===== src/rtl/smux_seq.sv =====
// ---------------------------------------------------------------------------
// smux_seq -- sequenced time-slot multiplexer.
//
// Walks N_CH input channels in order and holds each one for SLOT_LEN cycles.
// One full pass over all channels is a frame. Each selected sample is
// registered onto data_out one cycle after the counter state that chose it.
// mux_flag is only looked at in IDLE, to start, and at the last cycle of a
// frame, to decide whether the next frame follows with no gap. Dropping it
// mid-frame never cuts the frame short.
//
// Optional feature (macro SMUX_SEQ_BYPASS_EN): bypass_en / bypass_ch force a
// fixed channel onto data_out every cycle and freeze the sequencer.
//
// Ports:
//   clk         in   rising-edge clock
//   rst         in   synchronous active-high reset
//   bypass_en   in   (SMUX_SEQ_BYPASS_EN only) force bypass_ch onto data_out
//   bypass_ch   in   (SMUX_SEQ_BYPASS_EN only) bypass channel; >= N_CH -> 0
//   mux_flag    in   run request
//   data_in     in   N_CH packed channels, channel k at [k*WIDTH +: WIDTH]
//   data_out    out  registered selected channel
//   out_valid   out  data_out carries a sequenced sample this cycle
//   ch_sel      out  channel index shown on data_out
//   frame_done  out  pulse alongside the last sample of a frame
//   busy        out  sequencer is in RUN
// ---------------------------------------------------------------------------
module smux_seq #(
  parameter  int WIDTH    = 136,
  parameter  int N_CH     = 3,
  parameter  int SLOT_LEN = 4,
  localparam int CH_W     = (N_CH > 2)     ? $clog2(N_CH)     : 1,
  localparam int SL_W     = (SLOT_LEN > 2) ? $clog2(SLOT_LEN) : 1
) (
  input  logic                  clk,
  input  logic                  rst,
`ifdef SMUX_SEQ_BYPASS_EN
  input  logic                  bypass_en,
  input  logic [CH_W-1:0]       bypass_ch,
`endif
  input  logic                  mux_flag,
  input  logic [N_CH*WIDTH-1:0] data_in,
  output logic [WIDTH-1:0]      data_out,
  output logic                  out_valid,
  output logic [CH_W-1:0]       ch_sel,
  output logic                  frame_done,
  output logic                  busy
);

  typedef enum logic {
    IDLE = 1'b0,
    RUN  = 1'b1
  } state_e;

  state_e            state_q,      state_d;
  logic [SL_W-1:0]   slot_q,       slot_d;
  logic [CH_W-1:0]   ch_q,         ch_d;
  logic [WIDTH-1:0]  data_out_q,   data_out_d;
  logic [CH_W-1:0]   ch_sel_q,     ch_sel_d;
  logic              out_valid_q,  out_valid_d;
  logic              frame_done_q, frame_done_d;

  logic              slot_last;
  logic              ch_last;
  logic              byp_active;
  logic [CH_W-1:0]   byp_ch;
  logic [CH_W-1:0]   rd_ch;
  logic [WIDTH-1:0]  rd_data;

`ifdef SMUX_SEQ_BYPASS_EN
  assign byp_active = bypass_en;
  // Out-of-range bypass requests fall back to channel 0.
  assign byp_ch     = (int'(bypass_ch) < N_CH) ? bypass_ch : '0;
`else
  assign byp_active = 1'b0;
  assign byp_ch     = '0;
`endif

  assign slot_last = (slot_q == SL_W'(SLOT_LEN - 1));
  assign ch_last   = (ch_q   == CH_W'(N_CH - 1));
  assign rd_ch     = byp_active ? byp_ch : ch_q;

  // Channel read mux. Only legal channel codes match, so a code that the
  // counters cannot reach never indexes past the top of data_in.
  always_comb begin
    // NOTE: every always_comb output gets a default before any branch;
    // a path that leaves a variable unassigned would infer a latch.
    rd_data = '0;
    for (int k = 0; k < N_CH; k++) begin
      if (rd_ch == CH_W'(k)) rd_data = data_in[k*WIDTH +: WIDTH];
    end
  end

  // Next-state and output-register logic.
  always_comb begin
    state_d      = state_q;
    slot_d       = slot_q;
    ch_d         = ch_q;
    data_out_d   = data_out_q;  // data_out and ch_sel hold when idle
    ch_sel_d     = ch_sel_q;
    out_valid_d  = 1'b0;
    frame_done_d = 1'b0;

    if (byp_active) begin
      // Bypass: fixed channel every cycle, sequencer frozen.
      data_out_d  = rd_data;
      ch_sel_d    = rd_ch;
      out_valid_d = 1'b1;
    end else begin
      unique case (state_q)
        IDLE: begin
          if (mux_flag) begin
            state_d = RUN;
            slot_d  = '0;
            ch_d    = '0;
          end
        end
        RUN: begin
          data_out_d   = rd_data;
          ch_sel_d     = ch_q;
          out_valid_d  = 1'b1;
          frame_done_d = slot_last && ch_last;
          if (slot_last) begin
            slot_d = '0;
            if (ch_last) begin
              // Frame end: continue straight into the next frame or stop.
              ch_d = '0;
              if (!mux_flag) state_d = IDLE;
            end else begin
              ch_d = ch_q + 1'b1;
            end
          end else begin
            slot_d = slot_q + 1'b1;
          end
        end
        default: state_d = IDLE;
      endcase
    end
  end

  always_ff @(posedge clk) begin
    // NOTE: state registers use non-blocking assignments so every flop
    // samples the pre-edge values regardless of statement order.
    if (rst) begin
      state_q      <= IDLE;
      slot_q       <= '0;
      ch_q         <= '0;
      data_out_q   <= '0;
      ch_sel_q     <= '0;
      out_valid_q  <= 1'b0;
      frame_done_q <= 1'b0;
    end else begin
      state_q      <= state_d;
      slot_q       <= slot_d;
      ch_q         <= ch_d;
      data_out_q   <= data_out_d;
      ch_sel_q     <= ch_sel_d;
      out_valid_q  <= out_valid_d;
      frame_done_q <= frame_done_d;
    end
  end

  assign data_out   = data_out_q;
  assign out_valid  = out_valid_q;
  assign ch_sel     = ch_sel_q;
  assign frame_done = frame_done_q;
  assign busy       = (state_q == RUN);

endmodule


===== config.mk =====
export PLATFORM = sky130hd
export DESIGN_NAME = smux_seq
export DESIGN_NICKNAME = d
export VERILOG_FILES = /design/src/rtl/smux_seq.sv
export SDC_FILE = /design/constraint.sdc
export NUM_CORES = 1
export LEC_CHECK = 0
export CAP_MARGIN = 15
export CORE_AREA = 2 2 217 219
export CTS_CLUSTER_DIAMETER = 200
export DETAILED_ROUTE_END_ITERATION = 10
export DIE_AREA = 0 0 219 221
export PLACE_DENSITY = 0.55
export SYNTH_ARGS = -nofsm -noshare
export SYNTH_HDL_FRONTEND = slang
export SYNTH_SLANG_ARGS = --single-unit

===== constraint.sdc =====
create_clock -name clk -period 1.9 [get_ports clk]
set_clock_uncertainty 0.2 [all_clocks]
set_input_delay 0.285 -clock clk [delete_from_list [all_inputs] [get_ports clk]]
set_output_delay 0.285 -clock clk [all_outputs]
set_load 0.01 [all_outputs]

==> metrics.md, run 1 <==
| Metric | Value |
|---|---|
| Status | `complete, no violations` |
| Synth warnings | `0` |
| First-pass GRT wire length | `55.1 mm` |
| Placed Area | `0.0146 mm^2` |
| Clock sink count | `145` |
| PwrDens | `666 mW/mm^2` |
| Final Hold Fails | `0` |
| Clk_lat worst skew | `450 ps` |
| Layout net count | `1756` |
| Layout cell share with drive strength beyond 1 | `0.215` |
| Power Total | `10.2 mW` |
| Clock Path Buffers | `2` |
| Die Y | `221 um` |
| Finish-stage setup viols | `0` |
| Vias in the first global route | `8926` |
| Worst-path maximum fanout | `2` |
| Total grt overflow | `0` |
| CTS Buf Count | `17` |
| Top post-synthesis cells by area | `dfxtp_1 35%, a221oi_2 13%, mux2_4 13%` |
| Vias | `8686` |
| P&R area growth vs syn | `85.0%` |
| Synthesized area | `0.00826 mm^2` |
| PortBufs | `551` |
| Post-route cell area | `0.0153 mm^2` |
| Critical path's largest stage delay | `560 ps` |
| RSZ-0062 raised after global routing | `false` |
| Min Tclk post-route | `1850 ps` |
| HPWL Detailed | `29.7 mm` |
| Antenna-violating nets left | `0` |
| Min-delay worst type | `input pin to flip-flop` |
| Worst Setup Start Kind | `flip-flop` |
| Crit Path Class | `flip-flop to output port` |
| Worst-path clk slew | `70 ps` |
| Most frequent cells in the layout | `495 x clkdlybuf4s50_1, 138 x dfxtp_1, 135 x nor2_1` |
| Slowest cell on the critical path | `clkdlybuf4s50_1` |
| Setup Total Neg Slack | `0 ps` |
| Core Area | `0.0461 mm^2` |
| Initial core utilization | `0.179` |
| Top_reg_cell synth | `dfxtp_1` |
| EDFF count, synth | `0` |
| Postcts setup bufs | `0` |
| Post-synthesis sequential area ratio | `0.352` |
| Hold_buf cts | `0` |
| Crit path cell chain | `clkdlybuf4s50_1` |
| Worst Tran Pin Value | `504 ps` |
| DRC Markers | `0` |
| Pin count of the biggest net entering global routing | `56` |
| Vias per inst | `4.42` |
| Mapped Cells | `814` |
| Routed length per instance | `19.5 um` |
| Post-synth cell types | `31` |
| CTS tree | `done` |
| Commonest non-fill, non-tap cell in the layout | `clkdlybuf4s50_1` |
| Fin util | `0.332` |
| Syn avg cell area | `10.1 um^2` |
| Drt pass-1 iters | `4` |
| Starting DRT DRC Count | `354` |
| Worst Path Required | `1410 ps` |
| Max transition margin | `0.664` |
| Synth Register Bits | `145` |
| Antenna violations before repair | `1` |
| Crit path DAT | `1370 ps` |
| Leakage power | `5.96 nW` |
| Post-Syn Nets | `1227` |
| H-tree levels | `4` |
| Top Ports | `552` |
| Async S/R FF share, synth | `0` |
| Chip Width | `219 um` |
| Gr usage total | `0.153` |
| Synth top area share | `0.352` |
| Worst setup EP type | `output port` |
| Routed WL | `38.2 mm` |
| Finished Layout Cells | `1964` |
| WP buf/inv | `1` |
| Max VDD drop | `0.447 mV` |
| Max-Cap Viols | `0` |
| Die ar. | `0.0484 mm^2` |
| CTS root buffer | `clkbuf_16` |
| Slew Viols, Final | `0` |
| Crit share post-route | `0.974` |
| Post-Place Cells | `1931` |
| CP delay by family, top | `buffers and inverters` |
| Area leader, netlist | `dfxtp_1` |
| Placer Congestion | `0.824` |
| Row Count | `79` |
| Fmax | `540 MHz` |
## cell families (layout without fill, tap and decap cells)
kind of cell | after synthesis | after routing | synth area share
AOI/OAI and AO/OA | 155 | 155 | 0.212
and+or+nand+nor | 284 | 284 | 0.157
adders and majority gates | 2 | 2 | 0.00303
DFF | 145 | 145 | 0.352
muxes | 133 | 133 | 0.213
buffers and inverters | 95 | 637 | 0.0629
other | 0 | 1 | 0
## power by group
part	leakage [nW]	switching (mW)	internal, mW	total [mW]
clock network	0.308	1.41	2.26	3.68
logic	4.45	1.23	1.81	3.04
registers	1.20	0.160	3.30	3.46
## worst paths after layout
check | from | to | slack, ps | depth (start not counted)
min | rst | data_out[83]$_SDFFE_PP0P_ | 60 | 2
max reg2reg | ch_q[0]$_SDFFE_PP0P_ | data_out[59]$_SDFFE_PP0P_ | 90 | 5
max | data_out[85]$_SDFFE_PP0P_ | data_out[85] | 50 | 1
min reg2reg | data_out[113]$_SDFFE_PP0P_ | data_out[113]$_SDFFE_PP0P_ | 270 | 2
## area by class of cell
| type | count | area, um^2 |
|---|---|---|
| repair buffers | 602 | 6110 |
| inverters | 3 | 21.3 |
| clock inverters | 10 | 158 |
| flip-flops and latches | 145 | 2920 |
| well taps | 607 | 759 |
| clock buffers | 22 | 464 |
| fillers | 4750 | 30800 |
| diodes | 1 | 2.50 |
| multi-input cells | 574 | 4850 |
## what timing repair did
action	in CTS	in global routing
hold endpoints to repair	0	0
gates resized for setup	42	22
endpoints found under the setup margin	38	39
## state kept, by name, summed over array words and instances, names as in the netlist
signal	cells
ch_sel	2
data_out	136
ch_q	2
out_valid	1
busy	1
slot_q	2
frame_done	1
## per-layer routing
| metal | part of all wire | GRT usage | up-vias |
|---|---|---|---|
| met2 | 0.50 | 0.275 | 382 |
| met5 | 0 | 0 | - |
| li1 | - | - | 4159 |
| met1 | 0.38 | 0.161 | 4100 |
| met4 | 0.032 | 0.0726 | 0 |
| met3 | 0.087 | 0.0465 | 45 |
## cells in the mapped netlist, drive strengths merged, types with 2 or more instances
library cell and number:
inv 2, clkbuf 36, o31ai 5, a31oi 8
nand2 6, mux2i 9, o22ai 7, buf 56
mux2 124, a221oi 129, nand2b 2, nor3b 2
dfxtp 145, a21oi 4, ha 2, nor2b 10
nor2 135, nor3 126
## metrics by stage
stage | hold WS [ps] | setup WS (ps)
floorplan | 168 | 271
global placement | 262 | 41.4
detailed placement | 264 | 31.2
CTS | 20.8 | 0.249
global route | 53.5 | 0.234
finish | 63.2 | 48.8
(Power assumes the default switching activity.)
==> inputs of run 2 (changes only) <==
--- a/config.mk
+++ b/config.mk
@@ -10,7 +10,9 @@
 export CTS_CLUSTER_DIAMETER = 200
 export DETAILED_ROUTE_END_ITERATION = 10
 export DIE_AREA = 0 0 219 221
+export HOLD_SLACK_MARGIN = 0.05
 export PLACE_DENSITY = 0.55
+export RECOVER_POWER = 100
 export SYNTH_ARGS = -nofsm -noshare
 export SYNTH_HDL_FRONTEND = slang
 export SYNTH_SLANG_ARGS = --single-unit
==> run 2 against run 1 <==
  * Register-to-register slack barely moved
  * Wire length increased by 0.14%
  * Die area did not move
  * Cell area shrank 2.9%
  * Via count is 0.59% higher
  * Worst setup slack gained 5.2 ps
  * Sequential cell count stayed put
  * Sequential power barely moved
  * Clock power barely moved
  * Largest cell class unchanged
==> metrics.md, run 2 (synthesis results as in run 1) <==
| Metric | Value |
|---|---|
| Status | `complete, no violations (unchanged)` |
| Initial core utilization | `0.179 (unchanged)` |
| RSZ-0062 raised after global routing | `false (unchanged)` |
| CTS root buffer | `clkbuf_16 (unchanged)` |
| Leakage power | `5.51 nW (was 5.96 nW)` |
| Hold WS | `196 ps (was 63.2 ps)` |
| Worst-path clk slew | `70 ps (about the same)` |
| Max-Cap Viols | `0 (unchanged)` |
| Antenna-violating nets left | `0 (unchanged)` |
| Pin count of the biggest net entering global routing | `56 (unchanged)` |
| Max Used Layer | `met4 (unchanged)` |
| Placer Congestion | `0.824 (unchanged)` |
| Total grt overflow | `0 (unchanged)` |
| CP delay by family, top | `buffers and inverters (unchanged)` |
| Worst setup EP type | `output port (unchanged)` |
| DRC Markers | `0 (unchanged)` |
| Clock Path Buffers | `2 (unchanged)` |
| Worst Path Required | `1410 ps (about the same)` |
| Fmax | `542 MHz (was 540 MHz)` |
| First-pass GRT wire length | `55.0 mm (was 55.1 mm)` |
| CTS tree | `done (unchanged)` |
| Chip Width | `219 um (unchanged)` |
| Drt pass-1 iters | `4 (unchanged)` |
| Gr usage total | `0.153 (about the same)` |
| HPWL Detailed | `29.7 mm (unchanged)` |
| CTS Buf Count | `17 (unchanged)` |
| Vias in the first global route | `8914 (was 8926)` |
| DR WL met3 | `3.28 mm (was 3.32 mm)` |
| P&R area growth vs syn | `79.7% (was 85.0%)` |
| R2R setup slack | `90 ps (about the same)` |
| Clock sink count | `145 (unchanged)` |
| PwrDens | `677 mW/mm^2 (was 666 mW/mm^2)` |
| Critical path's largest stage delay | `560 ps (about the same)` |
| Power Total | `10.0 mW (was 10.2 mW)` |
| Fin util | `0.322 (was 0.332)` |
| Core Area | `0.0461 mm^2 (unchanged)` |
| Worst Setup Start Kind | `flip-flop (unchanged)` |
| Starting DRT DRC Count | `292 (was 354)` |
| Reg-to-Reg End | `data_out[42]$_SDFFE_PP0P_ (was data_out[59]$_SDFFE_PP0P_)` |
| Layout cell share with drive strength beyond 1 | `0.171 (was 0.215)` |
| Critical Path End | `data_out[85] (unchanged)` |
| Antenna violations before repair | `1 (unchanged)` |
| Max transition margin | `0.634 (was 0.664)` |
| Setup Total Neg Slack | `0 ps (unchanged)` |
| Max reg flops | `136 (unchanged)` |
| Most frequent cells in the layout | `495 x clkdlybuf4s50_1, 142 x dfxtp_1, 135 x nor2_1 (was 495 x clkdlybuf4s50_1, 138 x dfxtp_1, 135 x nor2_1)` |
| Worst Tran Pin Value | `549 ps (was 504 ps)` |
| Die Y | `221 um (unchanged)` |
| Final Hold Fails | `0 (unchanged)` |
| Worst Setup SP | `data_out[85]$_SDFFE_PP0P_ (unchanged)` |
| Min Tclk post-route | `1850 ps (about the same)` |
| Critical path depth | `1 (unchanged)` |
| Die ar. | `0.0484 mm^2 (unchanged)` |
| PortBufs | `551 (unchanged)` |
| Slew Viols, Final | `0 (unchanged)` |
| Postcts setup bufs | `0 (unchanged)` |
| Row Count | `79 (unchanged)` |
| Pre-CTS worst setup slack | `31.2 ps (unchanged)` |
| Crit Path Class | `flip-flop to output port (unchanged)` |
| WP buf/inv | `1 (unchanged)` |
| Crit path DAT | `1360 ps (was 1370 ps)` |
| Crit share post-route | `0.972 (was 0.974)` |
| Vias | `8737 (was 8686)` |
| Layout net count | `1757 (was 1756)` |
| Routed WL | `38.3 mm (was 38.2 mm)` |
| FF-to-FF Start | `ch_q[0]$_SDFFE_PP0P_ (unchanged)` |
| Worst-path maximum fanout | `2 (unchanged)` |
| Slowest cell on the critical path | `clkdlybuf4s50_1 (unchanged)` |
| Max VDD drop | `0.444 mV (was 0.447 mV)` |
| Crit path cell chain | `clkdlybuf4s50_1 (unchanged)` |
| Clk_lat worst skew | `450 ps (about the same)` |
| WL met1 | `14.5 mm (was 14.4 mm)` |
| Finish-stage setup viols | `0 (unchanged)` |
| Vias per inst | `4.45 (was 4.42)` |
| FF-to-FF path depth | `4 (was 5)` |
| Routed length per instance | `19.5 um (about the same)` |
| Commonest non-fill, non-tap cell in the layout | `clkdlybuf4s50_1 (unchanged)` |
| Min-delay worst type | `input pin to flip-flop (unchanged)` |
| Top Ports | `552 (unchanged)` |
| Worst setup margin | `54.0 ps (was 48.8 ps)` |
| Met2 WL | `19.3 mm (about the same)` |
| H-tree levels | `4 (unchanged)` |
[run 2: changes by cell type in the layout (fill, tap and decap cells not counted), moves of 6 or more]
| cell | before | now |
|---|---|---|
| a221oi_2 | 75 | 43 |
| a221oi_1 | 54 | 86 |
| clkdlybuf4s25_1 | 0 | 7 |
| mux2_4 | 73 | 54 |
| buf_4 | 33 | 27 |
| dlymetal6s2s_1 | 17 | 0 |
| clkbuf_1 | 3 | 16 |
| mux2_1 | 0 | 20 |
[run 2: worst min-delay path by stage]
stage                                             to  slack, ps                       from  cells past startpoint
final                     data_out[114]$_SDFFE_PP0P_        200               data_in[114]                      3
after global routing      data_out[109]$_SDFFE_PP0P_        180               data_in[109]                      3
after CTS                 data_out[114]$_SDFFE_PP0P_        140               data_in[114]                      3
after detailed placement   data_out[94]$_SDFFE_PP0P_        260  data_out[94]$_SDFFE_PP0P_                      2
after global placement      data_out[2]$_SDFFE_PP0P_        260   data_out[2]$_SDFFE_PP0P_                      2
after floorplan                 out_valid$_SDFF_PP0_        170                        rst                      1
[run 2: metal layers]
metal,GRT usage,vias to the layer above
met5,0,-
met4,0.0726,0
met3,0.0465,53
met2,0.275,398
met1,0.161,4127
li1,-,4159
[run 2: what timing repair did]
| action | in CTS | in global routing |
|---|---|---|
| pin swaps | 0 | 0 |
| resized for setup | 42 | 22 |
| setup endpoints to repair | 38 | 39 |
| hold buffers | 1 | 0 |
| endpoints found under the hold margin | 12 | 0 |
[run 2: metrics by stage]
stage | instances | area [um^2]
finish | 1965 | 14800
global route | 1965 | 14800
CTS | 1964 | 15200
detailed placement | 1931 | 14600
global placement | 1931 | 14600
floorplan | 814 | 8260
[run 2: worst reg2reg max path, cell delays in order, from the launching register on]
cell,delay (ps)
dfxtp_4,420
buf_6,290
mux2_4,360
a221oi_1,310
nor3_1,90
[run 2: layout make-up]
type                       count  area, um^2
antenna                        1        2.50
fill                        4838       31200
inverter                       3        21.3
timing repair buffer         603        5960
sequential                   145        2910
tap                          607         759
multi-input combinational    574        4570
clock inverter                10         158
clock buffer                  22         464
[run 2: power by group]
group / leakage (nW) / switching, mW / total (mW) / internal [mW]
combinational: 4.01 / 1.19 / 2.92 / 1.73
sequential: 1.20 / 0.160 / 3.46 / 3.30
clock: 0.308 / 1.41 / 3.67 / 2.26
total: 5.51 / 2.76 / 10.0 / 7.28
==> inputs of run 3 (changes only) <==
--- a/config.mk
+++ b/config.mk
@@ -5,9 +5,8 @@
 export SDC_FILE = /design/constraint.sdc
 export NUM_CORES = 1
 export LEC_CHECK = 0
-export CAP_MARGIN = 15
 export CORE_AREA = 2 2 217 219
-export CTS_CLUSTER_DIAMETER = 200
+export CTS_CLUSTER_DIAMETER = 50
 export DETAILED_ROUTE_END_ITERATION = 10
 export DIE_AREA = 0 0 219 221
 export HOLD_SLACK_MARGIN = 0.05
==> results of run 3 <==
The final DEF is identical to that of run 2; final timing and power are the same.
